--- src/rtl/alarm_ringer_pkg.sv ---
// Shared definitions for the alarm ringer: FSM state encodings, the 1 Hz tick
// width and helpers that size the second and snooze counters.
package alarm_ringer_pkg;

    // FSM state encodings, kept as plain constants so legacy code can match them.
    typedef logic [1:0] state_t;

    localparam state_t ST_IDLE   = 2'd0;
    localparam state_t ST_RING   = 2'd1;
    localparam state_t ST_SNOOZE = 2'd2;
    localparam state_t ST_DONE   = 2'd3;

    // Width of the 1 Hz tick strobe coming from the clock chain.
    localparam int TICK_W = 1;

    // Bits needed for a seconds counter that must reach max(a, b) - 1.
    function automatic int sec_width(input int a, input int b);
        int m;
        m = (a > b) ? a : b;
        return (m > 1) ? $clog2(m) : 1;
    endfunction

    // Bits needed to hold a count from 0 to max_cnt inclusive.
    function automatic int cnt_width(input int max_cnt);
        return (max_cnt > 0) ? $clog2(max_cnt + 1) : 1;
    endfunction

endpackage

--- src/rtl/alarm_ringer_if.sv ---
// Alarm ringer signal bundle: comparator/keys/tick in, buzzer and status out.
// master = upstream logic driving the inputs, slave = the ringer itself.
import alarm_ringer_pkg::*;

interface alarm_ringer_if #(
    parameter int SNOOZE_MAX = 3
);
    localparam int CNT_W = cnt_width(SNOOZE_MAX);

    logic              alarm_match;
    logic              alarm_enable;
    logic [TICK_W-1:0] sec_tick;
    logic              stop_key;
    logic              snooze_key;
    logic              buzz;
    logic              ringing;
    logic              snoozing;
    logic [CNT_W-1:0]  snooze_cnt;

    modport master (
        output alarm_match, alarm_enable, sec_tick, stop_key, snooze_key,
        input  buzz, ringing, snoozing, snooze_cnt
    );

    modport slave (
        input  alarm_match, alarm_enable, sec_tick, stop_key, snooze_key,
        output buzz, ringing, snoozing, snooze_cnt
    );

endinterface

--- src/rtl/alarm_ringer_beep.sv ---
// beep_pattern_gen: square-wave cadence for the buzzer, BEEP_HALF clk cycles on
// then BEEP_HALF off. buzz_phase is the phase the generator will hold after the
// coming edge, so the parent can register buzz in the same cycle as its state.
module beep_pattern_gen #(
    parameter int BEEP_HALF = 8
) (
    input  logic clk,
    input  logic rst,
    input  logic start,      // entering RING this cycle: restart in the high phase
    input  logic run,        // staying in RING this cycle: advance the cadence
    output logic buzz_phase
);

    localparam int BW = (BEEP_HALF > 1) ? $clog2(BEEP_HALF) : 1;
    localparam logic [BW-1:0] LAST = BW'(BEEP_HALF - 1);

    logic [BW-1:0] beep_cnt_q, beep_cnt_d;
    logic          phase_q, phase_d;

    // Next cadence position: restart on entry, advance while ringing, idle low otherwise.
    always_comb begin
        // NOTE: every output gets a default first so no path can infer a latch.
        beep_cnt_d = beep_cnt_q;
        phase_d    = phase_q;
        if (start) begin
            beep_cnt_d = '0;
            phase_d    = 1'b1;
        end else if (run) begin
            if (beep_cnt_q == LAST) begin
                beep_cnt_d = '0;
                phase_d    = ~phase_q;
            end else begin
                beep_cnt_d = beep_cnt_q + 1'b1;
            end
        end else begin
            beep_cnt_d = '0;
            phase_d    = 1'b0;
        end
    end

    assign buzz_phase = phase_d;

    // Cadence registers.
    always_ff @(posedge clk or posedge rst) begin
        if (rst) begin
            beep_cnt_q <= '0;
            phase_q    <= 1'b0;
        end else begin
            // NOTE: non-blocking so every flop samples the pre-edge values.
            beep_cnt_q <= beep_cnt_d;
            phase_q    <= phase_d;
        end
    end

endmodule

--- src/rtl/alarm_ringer.sv ---
// alarm_ringer: turns the alarm comparator's level match into an intermittent
// buzz that ends on stop key or timeout, with optional snooze.
// Optional feature: define ALARM_RINGER_SNOOZE_EN to build the SNOOZE state,
// the snooze counter and snooze_key handling; otherwise snooze_key is ignored
// and snoozing/snooze_cnt read 0.
module alarm_ringer
    import alarm_ringer_pkg::*;
#(
    parameter int RING_SEC   = 60,
    parameter int SNOOZE_SEC = 300,
    parameter int SNOOZE_MAX = 3,
    parameter int BEEP_HALF  = 8
) (
    input  logic         clk,
    input  logic         rst,
    alarm_ringer_if.slave bus
);

    localparam int SEC_W = sec_width(RING_SEC, SNOOZE_SEC);
    localparam int CNT_W = cnt_width(SNOOZE_MAX);

    localparam logic [SEC_W-1:0] RING_LAST = SEC_W'(RING_SEC - 1);

    state_t           state_q, state_d;
    logic [SEC_W-1:0] sec_cnt_q, sec_cnt_d;
    logic             match_prev_q, match_prev_d;
    logic             ringing_q, ringing_d;
    logic             buzz_q, buzz_d;
    logic             rise;
    logic             beep_start, beep_run, buzz_phase;

`ifdef ALARM_RINGER_SNOOZE_EN
    localparam logic [SEC_W-1:0] SNOOZE_LAST = SEC_W'(SNOOZE_SEC - 1);
    localparam logic [CNT_W-1:0] SNZ_LIMIT   = CNT_W'(SNOOZE_MAX);

    logic [CNT_W-1:0] snooze_cnt_q, snooze_cnt_d;
    logic             snoozing_q, snoozing_d;
`endif

    // Previous-cycle copy of alarm_match; a fresh match is a 0->1 step.
    assign match_prev_d = bus.alarm_match;
    assign rise         = bus.alarm_match & ~match_prev_q;

    // Next-state logic. Priority: disable > stop > snooze > second tick,
    // so a key arriving with a tick consumes that tick.
    always_comb begin
        state_d   = state_q;
        sec_cnt_d = sec_cnt_q;
`ifdef ALARM_RINGER_SNOOZE_EN
        snooze_cnt_d = snooze_cnt_q;
`endif
        if (!bus.alarm_enable) begin
            state_d   = ST_IDLE;
            sec_cnt_d = '0;
`ifdef ALARM_RINGER_SNOOZE_EN
            snooze_cnt_d = '0;
`endif
        end else begin
            case (state_q)
                ST_IDLE: begin
                    if (rise) begin
                        state_d   = ST_RING;
                        sec_cnt_d = '0;
`ifdef ALARM_RINGER_SNOOZE_EN
                        snooze_cnt_d = '0;
`endif
                    end
                end

                ST_RING: begin
                    if (bus.stop_key) begin
                        state_d = ST_DONE;
`ifdef ALARM_RINGER_SNOOZE_EN
                    end else if (bus.snooze_key) begin
                        // Snoozes beyond the allowance end the alarm outright.
                        if (snooze_cnt_q < SNZ_LIMIT) begin
                            state_d      = ST_SNOOZE;
                            snooze_cnt_d = snooze_cnt_q + 1'b1;
                            sec_cnt_d    = '0;
                        end else begin
                            state_d = ST_DONE;
                        end
`endif
                    end else if (bus.sec_tick != '0) begin
                        if (sec_cnt_q == RING_LAST) begin
                            state_d = ST_DONE;
                        end else begin
                            sec_cnt_d = sec_cnt_q + 1'b1;
                        end
                    end
                end

`ifdef ALARM_RINGER_SNOOZE_EN
                ST_SNOOZE: begin
                    // Re-ring is purely time based; alarm_match is not consulted.
                    if (bus.stop_key) begin
                        state_d = ST_DONE;
                    end else if (bus.sec_tick != '0) begin
                        if (sec_cnt_q == SNOOZE_LAST) begin
                            state_d   = ST_RING;
                            sec_cnt_d = '0;
                        end else begin
                            sec_cnt_d = sec_cnt_q + 1'b1;
                        end
                    end
                end
`endif

                ST_DONE: begin
                    // Hold off until the matching minute has passed.
                    if (!bus.alarm_match) begin
                        state_d = ST_IDLE;
                    end
                end

                default: state_d = ST_IDLE;
            endcase
        end
    end

    // Beep cadence restarts on every entry to RING and advances while it stays.
    assign beep_start = (state_d == ST_RING) && (state_q != ST_RING);
    assign beep_run   = (state_d == ST_RING) && (state_q == ST_RING);

    beep_pattern_gen #(
        .BEEP_HALF (BEEP_HALF)
    ) u_beep (
        .clk        (clk),
        .rst        (rst),
        .start      (beep_start),
        .run        (beep_run),
        .buzz_phase (buzz_phase)
    );

    // Output decode from the next state so the registered outputs line up with it.
    always_comb begin
        ringing_d = (state_d == ST_RING);
        buzz_d    = (state_d == ST_RING) && buzz_phase;
`ifdef ALARM_RINGER_SNOOZE_EN
        snoozing_d = (state_d == ST_SNOOZE);
`endif
    end

    // State, counters and registered outputs.
    always_ff @(posedge clk or posedge rst) begin
        if (rst) begin
            // NOTE: match_prev resets high so a match already present at reset
            // release is not seen as a rising edge.
            state_q      <= ST_IDLE;
            sec_cnt_q    <= '0;
            match_prev_q <= 1'b1;
            ringing_q    <= 1'b0;
            buzz_q       <= 1'b0;
        end else begin
            state_q      <= state_d;
            sec_cnt_q    <= sec_cnt_d;
            match_prev_q <= match_prev_d;
            ringing_q    <= ringing_d;
            buzz_q       <= buzz_d;
        end
    end

`ifdef ALARM_RINGER_SNOOZE_EN
    // Snooze bookkeeping registers.
    always_ff @(posedge clk or posedge rst) begin
        if (rst) begin
            snooze_cnt_q <= '0;
            snoozing_q   <= 1'b0;
        end else begin
            snooze_cnt_q <= snooze_cnt_d;
            snoozing_q   <= snoozing_d;
        end
    end

    assign bus.snoozing   = snoozing_q;
    assign bus.snooze_cnt = snooze_cnt_q;
`else
    assign bus.snoozing   = 1'b0;
    assign bus.snooze_cnt = CNT_W'(0);
`endif

    assign bus.ringing = ringing_q;
    assign bus.buzz    = buzz_q;

endmodule
--- src/flat_wrapper.sv ---
// flat-port wrapper written by rule: the top's interface ports become plain ports
module alarm_ringer_flat import alarm_ringer_pkg::*;
#(
    parameter int RING_SEC   = 60,
    parameter int SNOOZE_SEC = 300,
    parameter int SNOOZE_MAX = 3,
    parameter int BEEP_HALF  = 8
)
  (clk, rst, bus_alarm_match, bus_alarm_enable, bus_sec_tick, bus_stop_key, bus_snooze_key, bus_buzz, bus_ringing, bus_snoozing, bus_snooze_cnt);
  alarm_ringer_if #(.SNOOZE_MAX(SNOOZE_MAX)) bus_i ();
  input  logic clk;
  input  logic rst;
  input wire logic [$bits(bus_i.alarm_match)-1:0] bus_alarm_match;
  input wire logic [$bits(bus_i.alarm_enable)-1:0] bus_alarm_enable;
  input wire logic [$bits(bus_i.sec_tick)-1:0] bus_sec_tick;
  input wire logic [$bits(bus_i.stop_key)-1:0] bus_stop_key;
  input wire logic [$bits(bus_i.snooze_key)-1:0] bus_snooze_key;
  output wire logic [$bits(bus_i.buzz)-1:0] bus_buzz;
  output wire logic [$bits(bus_i.ringing)-1:0] bus_ringing;
  output wire logic [$bits(bus_i.snoozing)-1:0] bus_snoozing;
  output wire logic [$bits(bus_i.snooze_cnt)-1:0] bus_snooze_cnt;
  assign bus_i.alarm_match = bus_alarm_match;
  assign bus_i.alarm_enable = bus_alarm_enable;
  assign bus_i.sec_tick = bus_sec_tick;
  assign bus_i.stop_key = bus_stop_key;
  assign bus_i.snooze_key = bus_snooze_key;
  assign bus_buzz = bus_i.buzz;
  assign bus_ringing = bus_i.ringing;
  assign bus_snoozing = bus_i.snoozing;
  assign bus_snooze_cnt = bus_i.snooze_cnt;
  alarm_ringer #(.RING_SEC(RING_SEC), .SNOOZE_SEC(SNOOZE_SEC), .SNOOZE_MAX(SNOOZE_MAX), .BEEP_HALF(BEEP_HALF)) u_core (.clk(clk), .rst(rst), .bus(bus_i));
endmodule
--- config.mk ---
export PLATFORM = sky130hd
export DESIGN_NAME = alarm_ringer_flat
export DESIGN_NICKNAME = d
export VERILOG_FILES = /design/src/rtl/alarm_ringer_pkg.sv /design/src/rtl/alarm_ringer_if.sv /design/src/rtl/alarm_ringer_beep.sv /design/src/rtl/alarm_ringer.sv /design/src/flat_wrapper.sv
export SDC_FILE = /design/constraint.sdc
export NUM_CORES = 1
export LEC_CHECK = 0
export ABC_AREA = 1
export CAP_MARGIN = 40
export CELL_PAD_IN_SITES_DETAIL_PLACEMENT = 1
export CELL_PAD_IN_SITES_GLOBAL_PLACEMENT = 2
export CORE_ASPECT_RATIO = 0.75
export CORE_MARGIN = 2
export CORE_UTILIZATION = 32
export DETAILED_ROUTE_END_ITERATION = 16
export GPL_ROUTABILITY_DRIVEN = 0
export PLACE_DENSITY = 0.83
export RECOVER_POWER = 25
export SYNTH_ARGS = -nofsm -noshare
export SYNTH_HDL_FRONTEND = slang
export SYNTH_SLANG_ARGS = --single-unit
--- constraint.sdc ---
create_clock -name clk -period 1.6 [get_ports clk]
set_input_delay 0.48 -clock clk [delete_from_list [all_inputs] [get_ports clk]]
set_output_delay 0.48 -clock clk [all_outputs]
set_load 0.05 [all_outputs]
# Yosys cells after proc, flatten, opt, wreduce, memory -nomap -nowiden
# Cells that the tools add are included.
dict set report op_classes {
  reduce_logical 5
  bitwise 3
  n_addsub 2
  eq_ne 11
  muxes 19
}
# op n
set op_table {}
lappend op_table {{two-way mux 9 bit} 5}
lappend op_table {{one-hot mux 9 bit (2 select lines)} 1}
lappend op_table {{two-way mux 2 bit} 6}
lappend op_table {{adder 9 x 1 -> 9 bit (second input constant)} 1}
lappend op_table {{equality test 9 x 6 -> 1 bit (second input constant)} 1}
lappend op_table {{two-way mux 3 bit} 3}
lappend op_table {{!= test 3 bit (second input constant)} 3}
lappend op_table {{one-hot mux 2 bit (3 select lines)} 1}
lappend op_table {{AND reduction 5 bit} 1}
lappend op_table {{equality test 2 x 1 -> 1 bit (second input constant)} 2}
lappend op_table {{adder 3 x 1 -> 3 bit (second input constant)} 1}
lappend op_table {{equality test 3 bit (second input constant)} 1}
lappend op_table {{logical AND 1 bit} 3}
lappend op_table {{two-way mux 1 bit} 3}
lappend op_table {{!= test 3 x 1 -> 1 bit (second input constant)} 1}
lappend op_table {{!= test 3 x 2 -> 1 bit (second input constant)} 1}
lappend op_table {{equality test 2 bit (second input constant)} 1}
lappend op_table {{logical NOT 2 bit} 1}
lappend op_table {{!= test 2 x 1 -> 1 bit (second input constant)} 1}
lappend op_table {{inverter 1 bit} 2}
lappend op_table {{bitwise AND 1 bit} 1}
dict set report totals {
  in_bits 7
  output_inout_bits 5
  ff_bits 18
  wordCells 47
}

# Longest topological paths before layout
dict set report logic_depth {
  word_depth 11
  mapped_depth 10
  depth_no_buf 10
}

# Modules after synthesis
# From an unflattened synthesis, not the netlist that was laid out.
dict set report hier_totals {
  cells_unflattened 149
  hier_area_um2 1106.1
}
# mod instances area_each_um2 seq_area_each_um2 cells_each
set by_module_without_submodules {}
lappend by_module_without_submodules {alarm_ringer 1 920.9 351.6 129}
lappend by_module_without_submodules {beep_pattern_gen 1 185.2 100.1 20}

# Least setup slack after synthesis
# No wires, ideal clock.
dict set report synth_timing {
  path_type {reg-to-reg}
  from {register u_core.sec_cnt_q[0]}
  to {register u_core.sec_cnt_q[3]}
  synth_period_minus_slack_ps 1357
  stages_incl_launch_ff 11
  slack_ps 243
  t_required_ps 1483
  path_buffers 0
  setup_time_ps 117
  t_arrival_ps 1241
  cell_sequence {dfrtp_1 ha_1 nand2_1 nor2_1 nand2_1 nand2_2 nand2_4 nand2_8 nand2_4 nand2_1 nand2_1}
}
dict set report synth_via {
  elab_chain_len 6
  elab_cells_between_ends 9
  cone_classes {1 x add/sub; 2 x eq/ne; 5 x mux; 1 x reduce/logical}
}
# element line
set synth_lines {}
lappend synth_lines {{from (decl)} alarm_ringer.sv:25} ;# logic [SEC_W-1:0] sec_cnt_q, sec_cnt_d;
lappend synth_lines {{from (signal assigned)} alarm_ringer.sv:156} ;# sec_cnt_q <= sec_cnt_d;
lappend synth_lines {{adder 9 x 1 -> 9 bit} alarm_ringer.sv:88} ;# sec_cnt_d = sec_cnt_q + 1'b1;
lappend synth_lines {{two-way mux 9 bit} alarm_ringer.sv:85} ;# if (sec_cnt_q == RING_LAST) begin
lappend synth_lines {{two-way mux 9 bit} alarm_ringer.sv:84} ;# end else if (bus.sec_tick != '0) begin
lappend synth_lines {{two-way mux 9 bit} alarm_ringer.sv:71} ;# if (bus.stop_key) begin
lappend synth_lines {{one-hot mux 9 bit (2 select lines)} alarm_ringer.sv:59} ;# case (state_q)
lappend synth_lines {{two-way mux 9 bit} alarm_ringer.sv:52} ;# if (!bus.alarm_enable) begin
# Several ways; a longest one is shown, not always the timed one. The select of a mux whose other input is x is not followed.
# A chain may end at the register's enable or synchronous reset.

# Worst setup path after layout
dict set report layout_timing {
  from {input bus_alarm_match}
  to {register u_core.sec_cnt_q[7]}
}
dict set report layout_via {
  elab_chain_len 3
}
# element line
set layout_lines {}
lappend layout_lines {{from (decl)} flat_wrapper.sv:13} ;# input wire logic [$bits(bus_i.alarm_match)-1:0] bus_alarm_match;
lappend layout_lines {{bitwise AND 1 bit} alarm_ringer.sv:42} ;# assign rise = bus.alarm_match & ~match_prev_q;
lappend layout_lines {{!= test 3 x 2 -> 1 bit (no source line)} -}
lappend layout_lines {{AND reduction 5 bit (no source line)} -}
# Every way passes these cells.

==> metrics.txt <==
Post-synth EDFFs 0; Max-cap violations 0; commonest non-fill, non-tap cells in the layout nand2_1, inv_1, nand3_1, dfrtp_1, nor2_1; Gate power share 0.163; die width 71.2 µm; worst path cell trace clkdlybuf4s50_1 -> nand3b_2 -> a21oi_4 -> buf_4 -> nand4_1 -> nand2_1; row cnt 18; Final Max Slew Viols 0; Top delay family on crit path buffers and inverters; Worst EP required 1.81 ns; Worst Setup Start Kind input pin; pin count of the biggest net entering global routing 19; total global-route track usage 0.165; Top FF cell, synth dfrtp_1; #FFs+latches synth 18; Routed wire per std cell 14.2 µm; register area 452 µm²; CTS tree yes; sequential-to-total area share from yosys stat 0.417; clock buffer depth 2; Worst Skew 0.00644 ns; reg2reg path depth 10; CP Buf/Inv Count 2; first-pass GRT wire length 4.77 mm; Final Instance Area 1330 µm²; final hold vios 0; clock latency reported for the late side of the worst-skew pair 0.26 ns; # DRC 0; final hold slack 0.522 ns; RSZ-0062 raised after global routing false; layout cell share with drive strength beyond 1 0.177; PwrDens 781 nW/µm²; Routed Antenna Nets 0; Synth Instances 141; Min Clock Period, post-route 1.51 ns; RR Endpoint u_core.sec_cnt_q[3]; Via density 4.87; Yosys cell types 26; Placed Area 1260 µm²; post-synthesis cell area 1080 µm²; H-tree lvl count 1; die area 3870 µm²; first-pass detailed-route iteration total 4; CTS Sinks 18; sw power 291 µW; area of the multi-input gates 549 µm²; Worst Hold Path EP u_core.u_beep.beep_cnt_q[0]; critical path depth 6; P_leak 0.685 nW; crit share post-route 0.947; Worst Path Arrival 1.72 ns; Worst R2R Setup Slack 0.14 ns; Ys Warns 0; commonest non-fill, non-tap cell in the layout nand2_1; Vias 965; Worst IR Drop VDD 0.000493 V; power share of the clock group 0.380; grt ovf 0; Die Y 54.4 µm; part of the power in registers 0.457; critical path peak fanout 3; HP Start u_core.u_beep.beep_cnt_q[0]; fin nets 169; Worst-path clk slew 0.08 ns; DR iter-0 viols 36; Finish-stage setup viols 0; Post-DP HPWL 2.23 mm; critical path class in -> reg; root buffer cell clkbuf_8; Antenna diodes 0; origin of the critical flop-to-flop path u_core.sec_cnt_q[1]; total power 1.04 mW; crit path max-delay cell type clkdlybuf4s50_1; core area 3270 µm²; starting density of the core 0.332; setup TNS 0 ns; Core Util, Final 0.407; async set-reset flop share out of synthesis 1.00; # IOs 12; fmax 660 MHz; Syn Area/Cell 7.68 µm²; PortBufs 7; Worst Hold Class reg -> reg; CP startpoint bus_alarm_match; Worst Setup End Kind flip-flop; FILL cells 418; status complete, no violations; vias in the first global route 985; area growth from synthesis to final layout 22.6%; initial antenna violation count 0; CTS hold repair buffers 0; CTS Buf Count 3; final wirelength 2.82 mm; Int Pwr 747 µW; Switching Fraction 0.280; Hold Crit Depth 2; slowest stage delay, CP 0.53 ns
## area by class of cell
class                   instances  area share
clock buffers                   4      0.0414
well taps                      40      0.0377
multi-input cells             101       0.413
inverters                      20      0.0565
flip-flops and latches         18       0.340
repair buffers                 15       0.111
## timing repair
item,CTS,global route
gates resized for setup,0,3
buffers inserted,0,1
setup endpoints to repair,0,8
## state kept, by name (all words and copies together), names as in the netlist
register / cells
u_core.match_prev_q: 1
u_core.u_beep.phase_q: 1
u_core.u_beep.beep_cnt_q: 3
u_core.sec_cnt_q: 9
u_core.bus.ringing: 1
u_core.state_q: 2
u_core.bus.buzz: 1
## metrics by stage
step / std cells / setup WS, ns
floorplan: 143 / 0.243
global placement: 193 / -0.148
detailed placement: 193 / -0.207
CTS: 197 / 0.0586
global route: 198 / 0.0144
finish: 198 / 0.0853
## worst register-to-register path, delay by kind of cell (launching register included)
kind,cells,cell delay (ns)
DFF,1,0.43
and+or+nand+nor,9,0.73
adders and majority gates,1,0.18
## kinds of logic (layout without fill, tap and decap cells)
logic type,after synthesis,count (layout),share of synthesized area
xor gates and xnor gates,2,2,0.0162
DFF,18,18,0.417
and+or+nand+nor,86,86,0.388
AOI/OAI and AO/OA,7,7,0.0462
adders and majority gates,3,3,0.0346
other,1,3,0.00346
buffers and inverters,24,39,0.0947
## power by group through the flow
| stage | combinational, mW | sequential (mW) | clock, mW |
|---|---|---|---|
| after floorplan | 0.0933 | 0.494 | 0 |
| after global placement | 0.166 | 0.482 | 0 |
| after detailed placement | 0.170 | 0.483 | 0 |
| after CTS | 0.171 | 0.474 | 0.409 |
| after global routing | 0.184 | 0.476 | 0.426 |
| final | 0.169 | 0.475 | 0.395 |
## routing by layer
metal,vias to the layer above,GRT usage,share of wire
met3,0,0.0460,0.034
met5,-,0,0
met2,12,0.265,0.46
met1,476,0.224,0.51
met4,0,0.0377,0
li1,477,-,-
## cells in the mapped netlist (2+ instances only)
master	n	area share
nand2_1	35	0.12
inv_1	19	0.066
ha_1	3	0.035
nand2_4	2	0.021
nand4_1	7	0.040
a21oi_1	2	0.0092
dfrtp_1	17	0.39
nor2_1	14	0.048
buf_4	3	0.021
o21ai_0	3	0.014
nand2_2	3	0.017
nor3_1	3	0.014
nand3_1	17	0.079
## worst max-delay path by stage
stage	endpoint	slack, ns
CTS	u_core.sec_cnt_q[3]	0.06
finish	u_core.sec_cnt_q[7]	0.09
global route	u_core.sec_cnt_q[4]	0.01
floorplan	u_core.sec_cnt_q[3]	0.24
detailed placement	u_core.u_beep.beep_cnt_q[1]	-0.21
global placement	u_core.sec_cnt_q[7]	-0.15
No activity file was read; power rests on OpenSTA's default activity.
